File: src/rtl/im_arbiter.sv
// im_arbiter: shares the single-ported instruction memory between the fetch
// port (F) and the loader/debug port (L). Translates byte addresses into word
// addresses, flags out-of-range/misaligned accesses, arbitrates with fixed
// fetch priority plus loader starvation protection, and supports loader
// burst locking.
module im_arbiter #(
  parameter logic [31:0] BASE         = 32'h0000_3000,
  parameter int unsigned AW           = 12,
  parameter int unsigned STARVE_LIMIT = 4
) (
  input  logic          clk,
  input  logic          rst,
  // fetch side
  input  logic          f_req,
  input  logic [31:0]   f_addr,
  output logic          f_gnt,
  output logic          f_rvalid,
  output logic [31:0]   f_rdata,
  output logic          f_err,
  // loader / debug side
  input  logic          l_req,
  input  logic          l_we,
  input  logic          l_lock,
  input  logic [31:0]   l_addr,
  input  logic [31:0]   l_wdata,
  output logic          l_gnt,
  output logic          l_rvalid,
  output logic [31:0]   l_rdata,
  output logic          l_err,
  // memory macro
  output logic          mem_en,
  output logic          mem_we,
  output logic [AW-1:0] mem_addr,
  output logic [31:0]   mem_wdata,
  input  logic [31:0]   mem_rdata
);

  typedef enum logic {
    ST_ARB,
    ST_LOCK
  } state_t;

  // Byte span covered by the memory; one extra bit so AW up to 30 fits.
  localparam logic [32:0] SPAN  = 33'd1 << (AW + 2);
  localparam logic [3:0]  LIMIT = 4'(STARVE_LIMIT);

  state_t      state_q, state_d;
  logic [3:0]  scnt_q, scnt_d;

  // Response pipeline: one access in flight, owner decides which port sees it.
  logic        rsp_valid_q;
  logic        rsp_owner_q;   // 1: loader issued the access
  logic        rsp_err_q;
  logic        rsp_rd_q;      // legal read: data comes from the memory

  logic        starved;
  logic        any_gnt;
  logic [31:0] sel_addr;
  logic [31:0] off;
  logic        legal;

  assign starved = (scnt_q == LIMIT);
  assign any_gnt = f_gnt | l_gnt;

  // Grant decision: LOCK serves only the loader; ARB prefers fetch unless the
  // loader has been starved up to the limit. No grants while in reset.
  always_comb begin
    f_gnt = 1'b0;
    l_gnt = 1'b0;
    if (!rst) begin
      if (state_q == ST_LOCK) begin
        l_gnt = l_req;
      end else if (l_req && (starved || !f_req)) begin
        l_gnt = 1'b1;
      end else begin
        f_gnt = f_req;
      end
    end
  end

  // Address translation and legality of the granted access.
  always_comb begin
    sel_addr = l_gnt ? l_addr : f_addr;
    off      = sel_addr - BASE;
    legal    = (sel_addr[1:0] == 2'b00) && ({1'b0, off} < SPAN);
  end

  assign mem_en    = any_gnt & legal;
  assign mem_we    = mem_en & l_gnt & l_we;
  assign mem_addr  = off[AW+1:2];
  assign mem_wdata = l_wdata;

  // Next-state logic for the lock FSM and the starvation counter.
  always_comb begin
    state_d = state_q;
    scnt_d  = scnt_q;
    unique case (state_q)
      ST_ARB:  if (l_gnt && l_lock) state_d = ST_LOCK;
      ST_LOCK: if (!l_lock)         state_d = ST_ARB;
      default: state_d = ST_ARB;
    endcase
    if (l_gnt) begin
      scnt_d = '0;
    end else if (l_req && (scnt_q < LIMIT)) begin
      scnt_d = scnt_q + 4'd1;
    end
  end

  // Arbitration state registers.
  always_ff @(posedge clk or posedge rst) begin
    if (rst) begin
      state_q <= ST_ARB;
      scnt_q  <= '0;
    end else begin
      state_q <= state_d;
      scnt_q  <= scnt_d;
    end
  end

  // Capture the attributes of the granted access for its response cycle.
  always_ff @(posedge clk or posedge rst) begin
    if (rst) begin
      rsp_valid_q <= 1'b0;
      rsp_owner_q <= 1'b0;
      rsp_err_q   <= 1'b0;
      rsp_rd_q    <= 1'b0;
    end else begin
      rsp_valid_q <= any_gnt;
      rsp_owner_q <= l_gnt;
      rsp_err_q   <= any_gnt & ~legal;
      rsp_rd_q    <= any_gnt & legal & ~(l_gnt & l_we);
    end
  end

  // Steer the response to its owner; data is zero for errors and write acks.
  always_comb begin
    f_rvalid = rsp_valid_q & ~rsp_owner_q;
    l_rvalid = rsp_valid_q &  rsp_owner_q;
    f_err    = f_rvalid & rsp_err_q;
    l_err    = l_rvalid & rsp_err_q;
    f_rdata  = (f_rvalid && rsp_rd_q) ? mem_rdata : '0;
    l_rdata  = (l_rvalid && rsp_rd_q) ? mem_rdata : '0;
  end

endmodule

File: config.mk
export PLATFORM = sky130hd
export DESIGN_NAME = im_arbiter
export DESIGN_NICKNAME = d
export VERILOG_FILES = /design/src/rtl/im_arbiter.sv
export SDC_FILE = /design/constraint.sdc
export NUM_CORES = 1
export LEC_CHECK = 0
export CORE_MARGIN = 5
export CORE_UTILIZATION = 25
export DETAILED_ROUTE_END_ITERATION = 12
export GPL_TIMING_DRIVEN = 0
export PLACE_DENSITY = 0.79
export SYNTH_ARGS = -nofsm -noshare
export SYNTH_HDL_FRONTEND = slang
export SYNTH_SLANG_ARGS = --single-unit
export TNS_END_PERCENT = 50
File: constraint.sdc
create_clock -name clk -period 3.9 [get_ports clk]
set_input_delay 0.585 -clock clk [delete_from_list [all_inputs] [get_ports clk]]
set_output_delay 0.585 -clock clk [all_outputs]
set_load 0.05 [all_outputs]
==> results of run 1 <==
[timing repair]
item / in CTS / in global routing
setup endpoints to repair: 2 / 2
resized for setup: 54 / 5
pin swaps: 12 / 4
buffers inserted: 13 / 1
[routing by layer]
layer  up-vias  wire (um)
met1      1236       3110
met5         -          0
met4         0        397
li1       1404          -
met2       176       5250
met3        30       1260
[power by group through the flow]
stage / combinational, mW / sequential (mW) / clock [mW]
finish: 0.576 / 0.129 / 0.108
global route: 0.620 / 0.131 / 0.118
CTS: 0.571 / 0.128 / 0.113
detailed placement: 0.505 / 0.129 / 0
global placement: 0.497 / 0.129 / 0
floorplan: 0.288 / 0.126 / 0
[registers in the layout (all words and copies together), names as in the netlist]
name         count
rsp_err_q        1
rsp_owner_q      1
rsp_rd_q         1
rsp_valid_q      1
scnt_q           4
state_q          1
[layout by cell type, fill, tap and decap left out, types with 4 or more instances in the layout]
cell type and instances:
clkdlybuf4s50_1 212, buf_4 44, and2_1 35, and3_1 35, nand2_1 34, nor2_1 13, clkbuf_1 10, nor3_1 10
dfrtp_1 9, nor4_1 7, buf_6 5, or3_1 5, nor2b_1 4, xnor2_1 4, nand2_4 4, inv_1 4
nand3_1 4, o21a_1 4
[stage by stage]
stage | total power [mW] | hold slack [ns]
2_1_floorplan | 0.414 | 0.421
3_3_place_gp | 0.625 | 0.477
3_5_place_dp | 0.634 | 0.497
4_1_cts | 0.812 | 0.403
5_1_grt | 0.869 | 0.425
6_report | 0.813 | 0.398
[layout make-up]
type | count | area, sq um
tap | 99 | 124
clock buffer | 4 | 45.0
fill | 639 | 2740
timing repair buffer | 231 | 2290
sequential | 9 | 225
multi-input combinational | 214 | 1480
buffer | 46 | 333
inverter | 7 | 26.3
[how the worst min path moves through the flow]
stage	start	end	slack [ns]	cells past startpoint
6_report	rst	state_q$_DFF_PP0_	0.40	2
4_1_cts	rst	state_q$_DFF_PP0_	0.40	2
2_1_floorplan	rst	rsp_err_q$_DFF_PP0_	0.42	1
3_3_place_gp	state_q$_DFF_PP0_	state_q$_DFF_PP0_	0.48	1
5_1_grt	rst	state_q$_DFF_PP0_	0.43	2
3_5_place_dp	state_q$_DFF_PP0_	state_q$_DFF_PP0_	0.50	1
[kinds of logic after synthesis]
family                   Yosys count
flip-flops                         9
AND/OR/NAND/NOR                  172
multiplexers                       1
XOR/XNOR                           8
AO/OA/AOI/OAI                     30
adder cells (fa/ha/maj)            3
buffers and inverters             53
==> metrics, run 1 <==
core box area=0.00725 sq mm; Setup TNS Final=0 ns; Placement Cell Area=0.00418 sq mm; crit path DAT=3.23 ns; Seq pwr share=0.158; Hold Violations, Final=0; Syn Nets=413; clk root buf=clkbuf_8; first-pass GRT wire length=14.3 mm; area share of and/or/nand/nor cells after synthesis=0.514; routability congestion estimate=0.860; Max-Cap Viols=0; Max rail drop VDD=0.000185 V; synthesized area per cell=6.75 sq um; Die Width=96.3 um; Clk pwr share=0.133; placed insts=592; largest family of logic cells by synthesized area=simple AND/OR/NAND/NOR gates; status=finished, final reports clean; IO Count=250; total number of vias=2846; register area share after synthesis=0.121; combinational power share=0.708; Synth Register Bits=9; M2 GR Usage=0.396; Setup Viol. Count Final=0; most used cell, CP=buf_6; cell-internal power=0.457 mW; Total Routing Usage GR=0.196; delay-heaviest family, CP=buffers and inverters; row count=31; period utilisation layout=0.979; CP Launch Type=register; Crit. Startpoint=scnt_q[1]$_DFFE_PP0P_; GRT busiest layer=met2; CTS max path bufs=2; CTS Hold Bufs=0; top post-synthesis cells by count=40 x nand2_1, 35 x and2_1, 35 x and3_1; # diodes=0; Iter 0 DRT Violations=44; met3 Resource Use GR=0.0696; IO Port Bufs=217; CP bufs+invs=7; RSZ-0062 raised after global routing=true; crit path capture=mem_we; DRC viols=0; initial antenna violation count=0; Compound-Gate Fraction of Synth Area=0.130; Clock Sinks=9; met1 GRT Util=0.173; final wirelength=10.0 mm; CP Capture Type=primary output; Worst-Margin Slew=0.551 ns; setup slack, reg-to-reg=0.92 ns; Tmin final=3.82 ns; NetSw=0.356 mW; cell taking the most area after synthesis=buf_4; clock buffer count from CTS=3; relative max-transition margin=0.631; clock transition at the registers of the reported paths=0.04 ns; Final Instance Area=0.00451 sq mm; RR Endpoint=rsp_err_q$_DFF_PP0_; Vias/cell=4.67; EDFF count, synth=0; Syn. warnings=0; setup slack after layout=0.0806 ns; Synth area leaders=buf_4 13%, dfrtp_1 12%, and2_1 12%; final net count=649; vias in the first global route=2912; R2R depth=16; slowest CP cell=dfrtp_1; Post-Synth Adder-Cell Area=0.0202; kind of critical path=reg2out; Die ar.=0.00927 sq mm; worst-skew pair later-pin latency=0.23 ns; Req. time, crit path=3.31 ns; DP Worst Slack=-1.37 ns; DR pass1 iterations=4; Async SR Flop Fraction=1.00; Synth top area share=0.129; hpwl dp=8.62 mm; Post-Synth XOR/XNOR Area=0.0376; sw frac=0.438; multiplexer share of the synthesized area=0.00538; synthesized area=0.00186 sq mm; PwrDens=180 mW/mm^2; global route overflow=0; Critical Path Fanout Max=6; Worst Hold Class=in2async; Routed WL per cell=16.4 um; proportion of layout cells with a drive suffix above 1=0.166; RR Startpoint=scnt_q[1]$_DFFE_PP0P_; Worst path max stage delay=0.39 ns; Area Overhead vs Synth=142%; number of library cell types mapped by synthesis=49; CTS tree=done; worst clock skew=0.00104 ns; CP cell instances=inv_2 > ha_4 > nand3b_1 > a21o_1 > buf_6 > clkbuf_16 > nand2_4 > nand2_4 > ha_4 > buf_6 > nor4_4 > mux2i_2 > buf_4 > o21bai_1 > xor2_1 > a22oi_2 > buf_4 > nor3_4 > buf_6; pin count of the biggest net entering global routing=12; maximum clock frequency=262 MHz; Finished Layout Cells=610; Die Y=96.3 um; Slew Limit Fails=0; Worst path depth=19; main flop type after synthesis=dfrtp_1; Post-Synthesis Cells=276; CTS H-tree lvls=1; initial core utilization=0.257; antenna viol nets, final=0; most frequent cell after synthesis=nand2_1; fin util=0.622; Leak=1.91 nW
(Power assumes the default switching activity.)
==> run 2: changes to the inputs <==
Settings changed: CORE_AREA set to 5 5 94 96, CORE_MARGIN 5 to unset, CORE_UTILIZATION 25 to unset, CTS_BUF_LIST set to sky130_fd_sc_hd__clkbuf_2 sky130_fd_sc_hd__clkbuf_4 sky130_fd_sc_hd__clkbuf_8, DIE_AREA set to 0 0 99 101, PLACE_DENSITY 0.79 to 0.76.
==> run 2 against run 1 <==
  * Worst hold slack got worse by 0.073 ns
  * Sequential power about the same
  * Clock skew is 0.0018 ns higher
  * Wire length shrank 0.85%
  * Final cell count grew 1.3%
  * Critical path type is now in2out
  * Critical endpoint unchanged
  * Largest cell class unchanged
  * Highest routed layer unchanged
==> metrics, run 2 (same netlist as run 1, synthesis figures left out) <==
core box area=0.00797 sq mm (was 0.00725 sq mm); commonest non-fill, non-tap cell in the layout=clkdlybuf4s50_1 (unchanged); hpwl dp=8.61 mm (was 8.62 mm); crit path DAT=3.22 ns (was 3.23 ns); Req. time, crit path=3.31 ns (about the same); Die ar.=0.0100 sq mm (was 0.00927 sq mm); kind of critical path=in2out (was reg2out); relative max-transition margin=0.616 (was 0.631); CTS H-tree lvls=1 (unchanged); clock buffer count from CTS=3 (unchanged); RSZ-0062 raised after global routing=true (unchanged); Largest Register=scnt_q (unchanged); clk root buf=clkbuf_8 (unchanged); Slew Limit Fails=0 (unchanged); RR Endpoint=rsp_err_q$_DFF_PP0_ (unchanged); CTS max path bufs=2 (unchanged); Max-Cap Viols=0 (unchanged); Die Y=101 um (was 96.3 um); Largest register FFs=4 (unchanged); Hold Violations, Final=0 (unchanged); Clock Sinks=9 (unchanged); Setup TNS Final=0 ns (unchanged); register area=225 sq um (unchanged); setup slack after layout=0.0999 ns (was 0.0806 ns); Leak=1.93 nW (was 1.91 nW); most frequent cells in the layout=212 x clkdlybuf4s50_1, 50 x buf_4, 35 x and2_1, 35 x and3_1, 34 x nand2_1 (was 212 x clkdlybuf4s50_1, 44 x buf_4, 35 x and2_1, 35 x and3_1, 34 x nand2_1); total number of vias=2857 (was 2846); clock transition at the registers of the reported paths=0.04 ns (about the same); Worst Hold Class=in2async (unchanged); Max rail drop VDD=0.000105 V (was 0.000185 V); Die Width=99 um (was 96.3 um); pin count of the biggest net entering global routing=12 (unchanged); Finished Layout Cells=618 (was 610); CP Launch Type=input port (was register); routability congestion estimate=0.855 (was 0.860); Vias/cell=4.62 (was 4.67); IO Port Bufs=217 (unchanged); Tmin final=3.80 ns (was 3.82 ns); Area Overhead vs Synth=144% (was 142%); global route overflow=0 (unchanged); first-pass GRT wire length=14.7 mm (was 14.3 mm); RR Startpoint=scnt_q[1]$_DFFE_PP0P_ (unchanged); initial antenna violation count=0 (unchanged); PwrDens=183 mW/mm^2 (was 180 mW/mm^2); setup slack, reg-to-reg=0.92 ns (about the same); Placement Cell Area=0.00419 sq mm (was 0.00418 sq mm); antenna viol nets, final=0 (unchanged); multi-input logic area=0.00151 sq mm (was 0.00148 sq mm); initial core utilization=0.234 (was 0.257); status=finished, final reports clean (unchanged); proportion of layout cells with a drive suffix above 1=0.183 (was 0.166); final wirelength=9.93 mm (was 10.0 mm); Fillers=707 (was 639); vias in the first global route=2933 (was 2912); DRC viols=0 (unchanged); worst-skew pair later-pin latency=0.23 ns (about the same); CTS Hold Bufs=0 (unchanged); Setup Viol. Count Final=0 (unchanged); CP Capture Type=primary output (unchanged); Critical Path Fanout Max=4 (was 6); CTS tree=done (unchanged); # diodes=0 (unchanged); DP Worst Slack=-1.49 ns (was -1.37 ns); fin util=0.569 (was 0.622); Worst-Margin Slew=0.575 ns (was 0.551 ns); maximum clock frequency=263 MHz (was 262 MHz); R2R depth=16 (unchanged); worst clock skew=0.00283 ns (was 0.00104 ns); DR pass1 iterations=4 (unchanged); Routed WL per cell=16.1 um (was 16.4 um); period utilisation layout=0.974 (was 0.979); row count=33 (was 31); Iter 0 DRT Violations=61 (was 44); Total Routing Usage GR=0.181 (was 0.196); final net count=651 (was 649); IO Count=250 (unchanged); placed insts=598 (was 592); Final Instance Area=0.00453 sq mm (was 0.00451 sq mm)
## run 2: changes by cell type in the layout (fill, tap and decap cells not counted), sizes merged
cell           previous run  this run
buf                      52        55
clkdlybuf4s15             2         1
## run 2: power breakdown
| part | switching [mW] | internal (mW) |
|---|---|---|
| registers | 0.0150 | 0.114 |
| clock network | 0.0345 | 0.0779 |
| logic | 0.310 | 0.278 |
## run 2: through the flow
step	hold WS (ns)	power (mW)
global placement	0.478	0.628
floorplan	0.421	0.414
finish	0.325	0.829
detailed placement	0.486	0.639
global route	0.348	0.877
CTS	0.413	0.822
## run 2: how the worst max path moves through the flow
| stage | slack [ns] | start | cells after the start | endpoint |
|---|---|---|---|---|
| global route | -0.06 | scnt_q[1]$_DFFE_PP0P_ | 16 | mem_we |
| finish | 0.1 | f_addr[22] | 8 | mem_we |
| detailed placement | -1.49 | f_req | 16 | mem_en |
| global placement | -1.50 | f_req | 17 | mem_en |
| floorplan | 0.03 | f_req | 14 | mem_en |
| CTS | 0.001 | scnt_q[0]$_DFFE_PP0P_ | 17 | mem_en |
## run 2: per-layer routing
layer | wire, um | GRT usage | part of all wire
met1 | 3490 | 0.186 | 0.35
met2 | 5180 | 0.350 | 0.52
met3 | 1100 | 0.0574 | 0.11
met4 | 154 | 0.0504 | 0.016
met5 | 0 | 0 | 0
## run 2: area by class of cell
| cell class | count | share of cell area |
|---|---|---|
| Tap cell | 105 | 0.0290 |
| Sequential cell | 9 | 0.0497 |
| Inverter | 7 | 0.00579 |
| Multi-Input combinational cell | 214 | 0.332 |
| Timing Repair Buffer | 236 | 0.511 |
| Buffer | 43 | 0.0621 |
| Clock buffer | 4 | 0.0108 |
## run 2: critical path, stage by stage
cell and delay (ns):
clkdlybuf4s50_1 0.44, or4_4 0.58, or3_4 0.35, o311a_1 0.36, nor4_2 0.30, o211ai_2 0.22, nor3_4 0.22, buf_6 0.18
## run 2: timing repair
action	4_1_cts	5_1_grt
gates resized for setup	56	10
buffers inserted	13	6
gates cloned	0	0
endpoints found under the hold margin	0	0
endpoints found under the setup margin	12	2
pin swaps	9	12
